==> src/rtl/mem_stage_pkg.sv <==
`default_nettype none
// ============================================================================
// Module      : mem_stage_pkg
// Description : Shared widths, mem_op bit indices, stall encodings and bus
//               layouts for the MEM pipeline stage.
// Revision    : 1.0 - initial release
// ============================================================================
package mem_stage_pkg;

    // Bus widths shared with the EX and WB stages
    localparam int c_EX_TO_MEM_WD = 147;
    localparam int c_MEM_TO_WB_WD = 136;
    localparam int c_STALL_WD     = 6;

    // mem_op bit positions, {lb, lbu, lh, lhu, lw} = mem_op[4:0]
    localparam int c_MEM_LB  = 4;
    localparam int c_MEM_LBU = 3;
    localparam int c_MEM_LH  = 2;
    localparam int c_MEM_LHU = 1;
    localparam int c_MEM_LW  = 0;

    // Stall vector encodings and the bits MEM looks at
    localparam logic c_STOP      = 1'b1;
    localparam logic c_NO_STOP   = 1'b0;
    localparam int   c_STALL_MEM = 3;
    localparam int   c_STALL_WB  = 4;

    // HI/LO write request carried alongside the instruction
    typedef struct packed {
        logic        hi_we;
        logic        lo_we;
        logic [31:0] hi_data;
        logic [31:0] lo_data;
    } hilo_t;

    // Field view of ex_to_mem_bus (MSB first)
    typedef struct packed {
        hilo_t       hilo;
        logic [4:0]  mem_op;
        logic [31:0] pc;
        logic        data_ram_en;
        logic [3:0]  data_ram_wen;
        logic        sel_rf_res;
        logic        rf_we;
        logic [4:0]  rf_waddr;
        logic [31:0] ex_result;
    } ex_to_mem_t;

    // Sign- or zero-extend a byte
    function automatic logic [31:0] ext8(input logic [7:0] b, input logic sgn);
        return {{24{sgn & b[7]}}, b};
    endfunction

    // Sign- or zero-extend a halfword
    function automatic logic [31:0] ext16(input logic [15:0] h, input logic sgn);
        return {{16{sgn & h[15]}}, h};
    endfunction

endpackage
`default_nettype wire

==> src/rtl/mem_stage_load_align.sv <==
`default_nettype none
// ============================================================================
// Module      : load_align
// Description : Combinational load data lane select and extension for
//               lb/lbu/lh/lhu/lw using the low two address bits.
// Revision    : 1.0 - initial release
// ============================================================================
module load_align
    import mem_stage_pkg::*;
(
    input  logic [4:0]  mem_op_i,
    input  logic [1:0]  addr_i,
    input  logic [31:0] rdata_i,
    output logic [31:0] data_o
);

    logic [7:0]  w_byte;
    logic [15:0] w_half;

    // Pick the addressed byte lane (little-endian)
    always_comb begin
        w_byte = rdata_i[7:0];
        case (addr_i)
            2'b00:   w_byte = rdata_i[7:0];
            2'b01:   w_byte = rdata_i[15:8];
            2'b10:   w_byte = rdata_i[23:16];
            default: w_byte = rdata_i[31:24];
        endcase
    end

    // Halfword lane follows addr[1] only; addr[0] is ignored
    assign w_half = addr_i[1] ? rdata_i[31:16] : rdata_i[15:0];

    // Priority chain keeps multi-hot (illegal) mem_op X-free
    always_comb begin
        data_o = 32'h0;
        if (mem_op_i[c_MEM_LB])
            data_o = ext8(w_byte, 1'b1);
        else if (mem_op_i[c_MEM_LBU])
            data_o = ext8(w_byte, 1'b0);
        else if (mem_op_i[c_MEM_LH])
            data_o = ext16(w_half, 1'b1);
        else if (mem_op_i[c_MEM_LHU])
            data_o = ext16(w_half, 1'b0);
        else if (mem_op_i[c_MEM_LW])
            data_o = rdata_i;
    end

endmodule
`default_nettype wire

==> src/rtl/mem_stage.sv <==
`default_nettype none
// ============================================================================
// Module      : mem_stage
// Description : MEM stage of the 5-stage MIPS pipeline. Registers the EX
//               bus, aligns SRAM load data (holding it across stalls),
//               produces the register write value and drives forwarding.
// Revision    : 1.0 - initial release
// ============================================================================
module mem_stage
    import mem_stage_pkg::*;
#(
    parameter int EX_TO_MEM_WD = c_EX_TO_MEM_WD,
    parameter int MEM_TO_WB_WD = c_MEM_TO_WB_WD,
    parameter int STALL_WD     = c_STALL_WD
) (
    input  logic                    clk,
    input  logic                    rst,
    input  logic                    flush,
    input  logic [STALL_WD-1:0]     stall,
    input  logic [EX_TO_MEM_WD-1:0] ex_to_mem_bus,
    input  logic [31:0]             data_sram_rdata,
    output logic [MEM_TO_WB_WD-1:0] mem_to_wb_bus,
    output logic [37:0]             mem_to_id_fwd,
    output logic [65:0]             mem_to_id_hilo_fwd
);

    ex_to_mem_t  bus_q, bus_d;
    logic [31:0] rdata_hold_q, rdata_hold_d;
    logic        hold_vld_q, hold_vld_d;

    logic        w_mem_stop;
    logic        w_bubble;
    logic [31:0] w_rdata;
    logic [31:0] w_load_data;
    logic [31:0] w_rf_wdata;
    logic        w_unused;

    assign w_mem_stop = (stall[c_STALL_MEM] == c_STOP);
    assign w_bubble   = w_mem_stop && (stall[c_STALL_WB] == c_NO_STOP);

    // Pipeline register next state: flush, then bubble, then accept, else hold
    always_comb begin
        bus_d = bus_q;
        if (flush)
            bus_d = '0;
        else if (w_bubble)
            bus_d = '0;
        else if (!w_mem_stop)
            bus_d = ex_to_mem_bus;
    end

    // Pipeline register
    always_ff @(posedge clk) begin
        if (rst)
            bus_q <= '0;
        else
            bus_q <= bus_d;
    end

    // SRAM data is only valid in the first MEM cycle; capture it when the
    // stage stalls so the load result stays stable until the stall lifts
    always_comb begin
        hold_vld_d   = hold_vld_q;
        rdata_hold_d = rdata_hold_q;
        if (flush) begin
            hold_vld_d   = 1'b0;
            rdata_hold_d = 32'h0;
        end else if (w_bubble || !w_mem_stop) begin
            hold_vld_d   = 1'b0;
        end else if (!hold_vld_q) begin
            hold_vld_d   = 1'b1;
            rdata_hold_d = data_sram_rdata;
        end
    end

    // Read-data hold registers
    always_ff @(posedge clk) begin
        if (rst) begin
            hold_vld_q   <= 1'b0;
            rdata_hold_q <= 32'h0;
        end else begin
            hold_vld_q   <= hold_vld_d;
            rdata_hold_q <= rdata_hold_d;
        end
    end

    assign w_rdata = hold_vld_q ? rdata_hold_q : data_sram_rdata;

    load_align u_load_align (
        .mem_op_i (bus_q.mem_op),
        .addr_i   (bus_q.ex_result[1:0]),
        .rdata_i  (w_rdata),
        .data_o   (w_load_data)
    );

    // Register write value: load result only for real loads
    always_comb begin
        w_rf_wdata = bus_q.ex_result;
        if (bus_q.sel_rf_res && (bus_q.mem_op != 5'b0))
            w_rf_wdata = w_load_data;
    end

    assign mem_to_wb_bus      = {bus_q.hilo, bus_q.pc, bus_q.rf_we,
                                 bus_q.rf_waddr, w_rf_wdata};
    assign mem_to_id_fwd      = {bus_q.rf_we, bus_q.rf_waddr, w_rf_wdata};
    assign mem_to_id_hilo_fwd = bus_q.hilo;

    // Store controls and other stages' stall bits are not used here
    assign w_unused = ^{bus_q.data_ram_en, bus_q.data_ram_wen,
                        stall[2:0], stall[STALL_WD-1:5]};

endmodule
`default_nettype wire

==> config.mk <==
export PLATFORM = sky130hd
export DESIGN_NAME = mem_stage
export DESIGN_NICKNAME = d
export VERILOG_FILES = /design/src/rtl/mem_stage_pkg.sv /design/src/rtl/mem_stage_load_align.sv /design/src/rtl/mem_stage.sv
export SDC_FILE = /design/constraint.sdc
export NUM_CORES = 1
export LEC_CHECK = 0
export BUFFER_PORTS_ARGS = -buffer_cell sky130_fd_sc_hd__buf_2
export CAP_MARGIN = 20
export CORE_AREA = 8 8 161 163
export DETAILED_ROUTE_END_ITERATION = 8
export DIE_AREA = 0 0 169 171
export PLACE_DENSITY_LB_ADDON = 0.15
export SYNTH_ARGS = -nofsm -noshare
export SYNTH_HDL_FRONTEND = slang
export SYNTH_HIERARCHICAL = 1
export SYNTH_SLANG_ARGS = --single-unit
==> constraint.sdc <==
create_clock -name clk -period 4.5 [get_ports clk]
set_input_delay 1.35 -clock clk [delete_from_list [all_inputs] [get_ports clk]]
set_output_delay 1.35 -clock clk [all_outputs]
set_load 0.05 [all_outputs]
==> results of run 1 <==
==> worst min-delay path, stage by stage (launching register included) <==
cell,delay [ns]
dfxtp_1,0.32
mux2i_1,0.06
nor2_1,0.07
==> sequential cells by signal, summed over array words and instances (netlist names) <==
register / cells
mem_to_id_hilo_fwd: 66
bus_q: 38
mem_to_wb_bus: 32
rdata_hold_q: 32
mem_to_id_fwd: 6
hold_vld_q: 1
==> what timing repair did <==
action / in CTS / in global routing
setup buffers: 1 / 0
resized for setup: 114 / 8
pin swaps: 3 / 2
endpoints found under the setup margin: 40 / 48
cloned: 1 / 0
==> kinds of logic after synthesis <==
group,Yosys count
buffers and inverters,268
multiplexers,255
AND/OR/NAND/NOR,200
flip-flops,175
AO/OA/AOI/OAI,58
==> cell usage after synthesis (all sizes together) <==
| cell type | instances | area, um^2 |
|---|---|---|
| a21o | 17 | 128 |
| a21oi | 15 | 75.1 |
| a22oi | 8 | 60.1 |
| a32o | 1 | 11.3 |
| and2 | 2 | 12.5 |
| buf | 237 | 1740 |
| clkbuf | 30 | 114 |
| dfxtp | 175 | 3500 |
| inv | 1 | 3.75 |
| mux2 | 73 | 822 |
| mux2i | 174 | 1740 |
| mux4 | 8 | 180 |
| nand2 | 1 | 3.75 |
| nand3 | 1 | 5.00 |
| nand4 | 1 | 6.26 |
| nor2 | 190 | 713 |
| nor2b | 1 | 6.26 |
| nor3b | 1 | 12.5 |
| o2111ai | 1 | 8.76 |
| o21ai | 9 | 56.3 |
| o31ai | 7 | 52.6 |
| or2 | 2 | 12.5 |
| or4 | 1 | 11.3 |
==> metal layers <==
layer | vias up | part of all wire
met5 | - | 0.0027
met4 | 12 | 0.0076
met3 | 23 | 0.084
met2 | 236 | 0.50
met1 | 3259 | 0.41
li1 | 3390 | -
==> worst paths after layout <==
path              cells after the start                 to
setup / recovery                      7  mem_to_wb_bus[17]
hold reg to reg                       2   rdata_hold_q[14]
setup reg to reg                      5   rdata_hold_q[19]
hold / removal                        2   rdata_hold_q[14]
==> area by class of cell <==
class	instances	area, um^2	share of cell area
Multi-Input combinational cell	514	4090	0.363
Sequential cell	175	3500	0.311
Timing Repair Buffer	443	2680	0.238
Clock buffer	17	425	0.0378
Tap cell	319	399	0.0354
Clock inverter	14	168	0.0149
Inverter	1	3.75	0.000333
Antenna cell	1	2.50	0.000222
==> per-stage QoR <==
| step | std cells | hold slack (ns) | utilization | power [uW] |
|---|---|---|---|---|
| floorplan | 956 | 0.454 | - | 2190 |
| global placement | 1450 | 0.466 | 0.440 | 2320 |
| detailed placement | 1450 | 0.478 | 0.440 | 2320 |
| CTS | 1483 | 0.497 | 0.483 | 3870 |
| global route | 1483 | 0.516 | 0.484 | 3970 |
| finish | 1484 | 0.490 | 0.484 | 3820 |
==> power by group through the flow <==
stage / logic [uW] / registers [uW] / clock network (uW)
global route: 733 / 1620 / 1610
detailed placement: 666 / 1650 / 0
floorplan: 542 / 1640 / 0
global placement: 662 / 1650 / 0
CTS: 694 / 1620 / 1550
finish: 692 / 1620 / 1510
==> layout by cell type (no fill, tap or decap), types with 2 or more instances in the layout <==
cell       netlist  layout
dfxtp_1        175     175
mux2_1          10       9
a22oi_1          8       8
mux2i_1        174     174
buf_6            5      48
inv_8            0       4
buf_8            0       4
nor2_1         190     190
a21o_1          17      16
inv_6            0       4
clkinv_4         0       2
buf_12           0       4
or2_2            2       2
o31ai_2          0       3
clkbuf_16        0      17
buf_4          211      20
clkinv_8         0       2
mux4_2           8       8
buf_2           20     366
a21oi_1         15      15
o21ai_0          7       7
o31ai_1          7       4
mux2_2          63      37
mux2_4           0      27
==> metrics.txt, run 1 <==
post-synthesis sequential area ratio=0.377; maximum VDD drop=around 290 uV; Power Dens Cells=~340 nW/um^2; Setup WS post-layout=-0.163 ns; worst slack, placed=-0.228 ns; GRT met3 Usage=0.0710; Post-Syn Nets=~1100; CTS H-tree depth=4; RR Startpoint=hold_vld_q; crit path DAT=3.31 ns; status=complete, but fails checks; Cells after Synth=956; clock sink total=roughly 180; first-pass GRT wire length=42.0 mm; drc violations=0; HP Class=reg -> reg; switching power of the nets=about 1200 uW; Worst-path clk slew=around 0.07 ns; Synth Cell Area=between 9000 and 10000 um^2; largest stage delay on the critical path=around 0.56 ns; Startpoint Class=primary input; Total Routing Usage GR=0.188; die area=between 20000 and 30000 um^2; Flop pwr share=0.424; gr busiest metal=met2; CTS Hold Bufs=0; worst-path fanout max=8; grt ovf=0; area delta synth->final=21.3%; #FFs+latches synth=175; post-route ant nets=0; CP bufs+invs=2; clk buf depth=2; post-synthesis xor/xnor area fraction=0; failing checks=setup timing; Unique masters post-synth=31; total CTS buffers=17; multiplexer share of the synthesized area=0.296; share of cells above drive strength 1=0.481; count of final setup violators=46; Vert. Die Dim=~170 um; per-cell routed wire length=19.3 um; CP endpoint kind=output pin; cell area after layout=around 11000 um^2; number of global-route vias before repair=between 6000 and 7000; actual slew at the worst max-slew pin=0.928 ns; Avg Synthesized Cell Area=~9.7 um^2; drt pass-1 iters=4; post-synthesis simple-gate area fraction=0.0844; Worst Setup SP=data_sram_rdata[31]; row cnt=56; worst path required time=between 3 and 4 ns; Skew-Pair Late Insertion Delay=roughly 0.42 ns; Ports=428; drt total wl=roughly 29 mm; post-synthesis compound-gate area fraction=0.0422; initial core utilization=0.399; max_cap viols=0; clk root buf=clkbuf_16; Filler cells=approximately 2300; Final Max Slew Viols=0; total number of vias=~6900; combinational group share of total power=0.181; DR iter-0 viols=438; setup_tns=-4.00 ns; Synth Area in Adders=0; CP delay by family, top=multiplexers; worst reg2reg setup slack=~2.7 ns; worst hold start=rdata_hold_q[14]; met2 GRT Util=0.327; RSZ-0062 raised after global routing=yes; drt via density=between 4 and 5; Synth Warn #=6; Sw Share=0.308; Cell Area, Placed=about 10000 um^2; global placer's final weighted congestion=between 0.7 and 0.8; slowest cell on the critical path=mux4_2; antenna violations before repair=6; worst relative slew slack=0.382; port bufs=418; grt met1 use=0.220; chip width=169 um; clock power share=0.395; Setup Crit Path Kind=in -> out; largest net degree at the start of global routing=117; post-layout min period=roughly 4.7 ns; critical path, cell by cell=buf_6, mux2_4, mux4_2, a32o_4, a21o_1, mux2_4, buf_8; hpwl dp=roughly 22 mm; core area=around 23000 um^2; Clock Skew=roughly 0.013 ns; Power Internal=2640 uW; Achievable Freq=~210 MHz; ratio of final minimum period to clock period=1.04; most used cell, CP=mux2_4; static leakage=about 0.0059 uW; Final nets=1340; CTS tree=done; main combinational cell family by area after synthesis=multiplexers; Final Hold Vio Count=0
Note: power is estimated with default switching activity, not from simulation.
==> inputs of run 2 (changes only) <==
- ABC_AREA: unset -> 1
- CORE_AREA: 8 8 161 163 -> unset
- CORE_MARGIN: unset -> 8
- CORE_UTILIZATION: unset -> 44
- DIE_AREA: 0 0 169 171 -> unset
==> run 2 against run 1 <==
The run now ends clean. Non-clock buffer count is 9 lower. Count of clock-buffer cells in the layout is 2 higher. Wire length is 11% higher. Global-route usage is 3.3 points higher. Sequential share of layout area is 1.0 points higher. Via count is 33% higher. Largest cell class unchanged. Highest routed layer unchanged.
==> metrics.txt, run 2 <==
status=complete, no violations; Worst-path clk slew=about 0.070 ns; Setup Buffers After CTS=0; core area=21800 um^2; largest net degree at the start of global routing=93; worst path required time=3.15 ns; static leakage=0.00571 uW; Power Dens Cells=around 340 nW/um^2; switching power of the nets=~1200 uW; Cells after Synth=1456; Synth Cell Area=around 9800 um^2; grt ovf=0; maximum VDD drop=roughly 210 uV; post-synthesis sequential area ratio=0.359; EDFF count, synth=0; setup_tns=0 ns; per-cell routed wire length=between 15 and 20 um; top cell type's share of synthesized area=0.359; commonest cells after routing, fill and taps aside=483 x nand2_1, 417 x buf_2, 175 x a21oi_1, 175 x dfxtp_1, 88 x nand3_1; row cnt=54; antenna violations before repair=4; worst relative slew slack=0.379; port bufs=418; Power Internal=roughly 2600 uW; count of final setup violators=0; Filler cells=roughly 2300; commonest cells in the synthesized netlist=483 x nand2_1, 219 x buf_4, 175 x a21oi_1, 175 x dfxtp_1, 88 x nand3_1; global placer's final weighted congestion=0.880; RSZ-0062 raised after global routing=no; die area=between 20000 and 30000 um^2; combinational group share of total power=0.172; post-synthesis simple-gate area fraction=0.264; Avg Synthesized Cell Area=approximately 6.7 um^2; Setup Crit Path Kind=in -> out; drt total wl=~32 mm; CTS tree=done; most area-consuming cells after synthesis=dfxtp_1 36%, nand2_1 19%, buf_4 17%; Ports=428; Synth Area in Adders=0; Unique masters post-synth=23; post-synthesis compound-gate area fraction=0.136; Sw Share=0.318; CP bufs+invs=4; Final Hold Vio Count=0; post-route ant nets=0; crit path DAT=2.93 ns; most common cell after layout, fill and taps aside=nand2_1; slowest cell on the critical path=o21ai_0; Skew-Pair Late Insertion Delay=~0.43 ns; Async S/R FF share, synth=0; post-layout min period=around 4.3 ns; top cell type by total area after synthesis=dfxtp_1; area of the multi-input gates=slightly below 4000 um^2; #FFs+latches synth=around 180; DR iter-0 viols=790; clock power share=0.398; share of cells above drive strength 1=0.304; CTS H-tree depth=4; HP Class=reg -> reg; ratio of final minimum period to clock period=0.951; Synth Warn #=6; drt via density=approximately 4.8; Clock Skew=0.00964 ns; worst-path fanout max=24; Power, Total=around 3800 uW; clk root buf=clkbuf_16; Total Routing Usage GR=0.222; most used cell, CP=nand2_1; multiplexer share of the synthesized area=0; drc violations=0; hpwl dp=23.6 mm; chip width=between 150 and 200 um; actual slew at the worst max-slew pin=about 0.93 ns; total number of vias=9197; area delta synth->final=11.8%; Final nets=between 1500 and 2000; initial core utilization=0.447; PostCTS Resize Cnt=0; Post-Syn Nets=about 1600; Vert. Die Dim=165 um; main combinational cell family by area after synthesis=simple AND/OR/NAND/NOR gates; first-pass GRT wire length=between 40 and 50 mm; CP delay by family, top=simple AND/OR/NAND/NOR gates; max reg flops=66; CTS Hold Bufs=0; max_cap viols=0; total CTS buffers=17; Startpoint Class=primary input; Storage cell area=about 3500 um^2; critical path, cell by cell=buf_2, o21ai_0, inv_1, nand2_1, nand3_1, nand3_2, buf_12, nand2_1, nand3_1, nand2_1, buf_2; post-synthesis xor/xnor area fraction=0; clock sink total=between 150 and 200; drt pass-1 iters=5; Achievable Freq=around 230 MHz; Final Max Slew Viols=0; most frequent cell after synthesis=nand2_1; number of global-route vias before repair=~8600; largest stage delay on the critical path=approximately 0.32 ns; CP endpoint kind=output pin; clk buf depth=2; Flop pwr share=0.430; Synth Flop Type=dfxtp_1
-- run 2: power by group through the flow --
stage          sequential [uW]  clock [uW]  combinational [uW]
2_1_floorplan             1650           0                 517
3_3_place_gp              1650           0                 647
3_5_place_dp              1650           0                 650
4_1_cts                   1620        1540                 652
5_1_grt                   1620        1610                 701
6_report                  1620        1500                 646
-- run 2: stage by stage --
| step | hold slack [ns] | cell area [um^2] | setup slack [ns] | util | instances |
|---|---|---|---|---|---|
| floorplan | 0.444 | 9760 | 0.328 | - | 1456 |
| global placement | 0.450 | 10300 | 0.207 | 0.473 | 1870 |
| detailed placement | 0.453 | 10300 | 0.216 | 0.473 | 1870 |
| CTS | 0.463 | 10900 | 0.203 | 0.500 | 1902 |
| global route | 0.479 | 10900 | 0.0564 | 0.500 | 1904 |
| finish | 0.461 | 10900 | 0.222 | 0.500 | 1904 |
-- run 2: layout make-up --
class	instances	share of cell area
diodes	2	0.000459
clock buffers	19	0.0406
clock inverters	13	0.0135
inverters	82	0.0284
multi-input cells	899	0.359
flip-flops and latches	175	0.321
well taps	280	0.0321
repair buffers	434	0.205
-- run 2: per-layer routing --
layer	up-vias	wire (um)	track usage
met5	-	27	0
met4	4	757	0.0721
met3	54	2170	0.0449
met2	314	16200	0.389
met1	4144	12800	0.266
li1	4681	-	-
-- run 2: cell families after synthesis --
kind of cell / Yosys count
simple gates: 640
buf+inv: 382
compound gates: 259
flops: 175
-- run 2: final timing paths --
kind	from	slack, ns	depth (start not counted)	endpoint
worst max-delay path	data_sram_rdata[23]	0.22	11	mem_to_wb_bus[24]
worst min register to register	mem_to_wb_bus[56]	0.46	2	mem_to_wb_bus[56]
worst max register to register	hold_vld_q	3.19	3	rdata_hold_q[23]
worst min-delay path	mem_to_wb_bus[56]	0.46	2	mem_to_wb_bus[56]
-- run 2: tightest hold or removal path: stages, from the launching register on --
cell	delay (ns)
dfxtp_1	0.31
nand2_1	0.05
a21oi_1	0.05
==> inputs of run 3 (changes only) <==
- BUFFER_PORTS_ARGS: -buffer_cell sky130_fd_sc_hd__buf_2 -> -buffer_cell sky130_fd_sc_hd__clkbuf_2
==> run 3 against run 2 <==
Register-to-register slack barely moved. Critical path depth did not move. Clock skew fell by 0.0024 ns. Setup slack got worse by 0.043 ns. Largest cell class unchanged. Largest power group unchanged. Highest routed layer is now met4.
==> metrics.txt, run 3 (same netlist as run 2, synthesis figures left out) <==
final non-filler cell total=~1900; area of the multi-input gates=around 4000 um^2; share of cells above drive strength 1=0.305; Achievable Freq=roughly 230 MHz; clock power share=0.409; number of global-route vias before repair=between 8000 and 9000; crit path DAT=roughly 3.0 ns; per-cell routed wire length=roughly 17 um; clk root buf=clkbuf_16; post-route ant nets=0; commonest cells after routing, fill and taps aside=483 x nand2_1, 392 x clkbuf_2, 175 x a21oi_1, 175 x dfxtp_1, 88 x nand3_1; RR Startpoint=hold_vld_q; worst relative slew slack=0.374; Min Hold Slack=between 0.4 and 0.5 ns; Final Hold Vio Count=0; largest stage delay on the critical path=0.31 ns; combinational group share of total power=0.173; Startpoint Class=primary input; most common cell after layout, fill and taps aside=nand2_1; Setup Crit Path Kind=in -> out; critical path, cell by cell=clkbuf_2, o21ai_0, inv_1, nand2_1, nand3_1, nand3_2, buf_12, nand2_1, nand3_1, nand2_1, buf_12; Storage cell area=between 3000 and 4000 um^2; switching power of the nets=around 1200 uW; core area=~22000 um^2; static leakage=0.00569 uW; Power Dens Cells=about 340 nW/um^2; Cell Area, Placed=about 11000 um^2; Setup Buffers After CTS=0; global placer's final weighted congestion=0.910; worst hold start=mem_to_wb_bus[59]; row cnt=between 50 and 60; HP Class=reg -> reg; Worst Setup SP=data_sram_rdata[23]; worst-path fanout max=24; initial core utilization=0.447; CP endpoint kind=output pin; drt via density=approximately 4.8; Sw Share=0.317; Ports=around 430; Clock Skew=a little over 0.007 ns; chip width=approximately 160 um; CP bufs+invs=4; die area=27200 um^2; Power Internal=between 2000 and 3000 uW; cell area after layout=11400 um^2; Skew-Pair Late Insertion Delay=around 0.43 ns; DR iter-0 viols=roughly 630; port bufs=about 420; PostCTS Resize Cnt=0; ratio of final minimum period to clock period=0.960; largest net degree at the start of global routing=roughly 140; post-layout min period=roughly 4.3 ns; worst path required time=between 3 and 4 ns; most used cell, CP=nand2_1; clk buf depth=2; count of final setup violators=0; Final nets=between 1500 and 2000; RSZ-0062 raised after global routing=no; total number of vias=around 9100; Placed Cells=1871; max reg flops=66; status=complete, no violations; drt total wl=about 32 mm; CP delay by family, top=simple AND/OR/NAND/NOR gates; hpwl dp=approximately 24 mm; area delta synth->final=16.5%; Filler cells=2276; slowest cell on the critical path=o21ai_0; Final Max Slew Viols=0; CTS H-tree depth=4; maximum VDD drop=around 240 uV; Worst-path clk slew=~0.060 ns; total CTS buffers=17; Vert. Die Dim=~160 um; grt ovf=0; CTS tree=done; drc violations=0; Total Routing Usage GR=0.220; first-pass GRT wire length=approximately 47 mm; clock sink total=~180; setup_tns=0 ns; max_cap viols=0; Flop pwr share=0.417; antenna violations before repair=1; actual slew at the worst max-slew pin=around 0.94 ns; drt pass-1 iters=6; CTS Hold Bufs=0
## run 3: power groups by stage
stage / clock (uW) / sequential [uW] / combinational, uW
after floorplan: 0 / 1650 / 517
after global placement: 0 / 1650 / 671
after detailed placement: 0 / 1660 / 674
after CTS: 1620 / 1620 / 677
after global routing: 1690 / 1620 / 727
final: 1590 / 1620 / 672
## run 3: metrics by stage
stage / util / setup slack (ns) / total power, uW
after floorplan: - / 0.328 / 2160
after CTS: 0.521 / 0.109 / 3920
after global routing: 0.521 / 0.00968 / 4040
after global placement: 0.492 / 0.143 / 2320
final: 0.521 / 0.180 / 3880
after detailed placement: 0.492 / 0.153 / 2330
## run 3: routing by layer
| metal | part of all wire | global-route usage |
|---|---|---|
| met1 | 0.40 | 0.253 |
| met5 | 0 | 0 |
| met3 | 0.057 | 0.0436 |
| met2 | 0.52 | 0.402 |
| met4 | 0.019 | 0.0667 |
## run 3: area by class of cell
| cell class | instances | area share |
|---|---|---|
| Sequential cell | 175 | 0.308 |
| Inverter | 82 | 0.0273 |
| Clock buffer | 18 | 0.0386 |
| Timing Repair Buffer | 435 | 0.234 |
| Antenna cell | 1 | 0.000220 |
| Clock inverter | 14 | 0.0169 |
| Tap cell | 280 | 0.0308 |
| Multi-Input combinational cell | 899 | 0.344 |
## run 3: worst paths after layout
kind	end	slack (ns)	cells past startpoint
max	mem_to_id_fwd[30]	0.18	11
min	mem_to_wb_bus[59]	0.46	2
min reg2reg	mem_to_wb_bus[59]	0.46	2
max reg2reg	rdata_hold_q[2]	3.18	3
## run 3: worst reg2reg max path, delay by kind of cell (launching register included)
| family | cells | cell delay, ns |
|---|---|---|
| compound gates | 2 | 0.63 |
| flops | 1 | 0.31 |
| buf+inv | 1 | 0.24 |
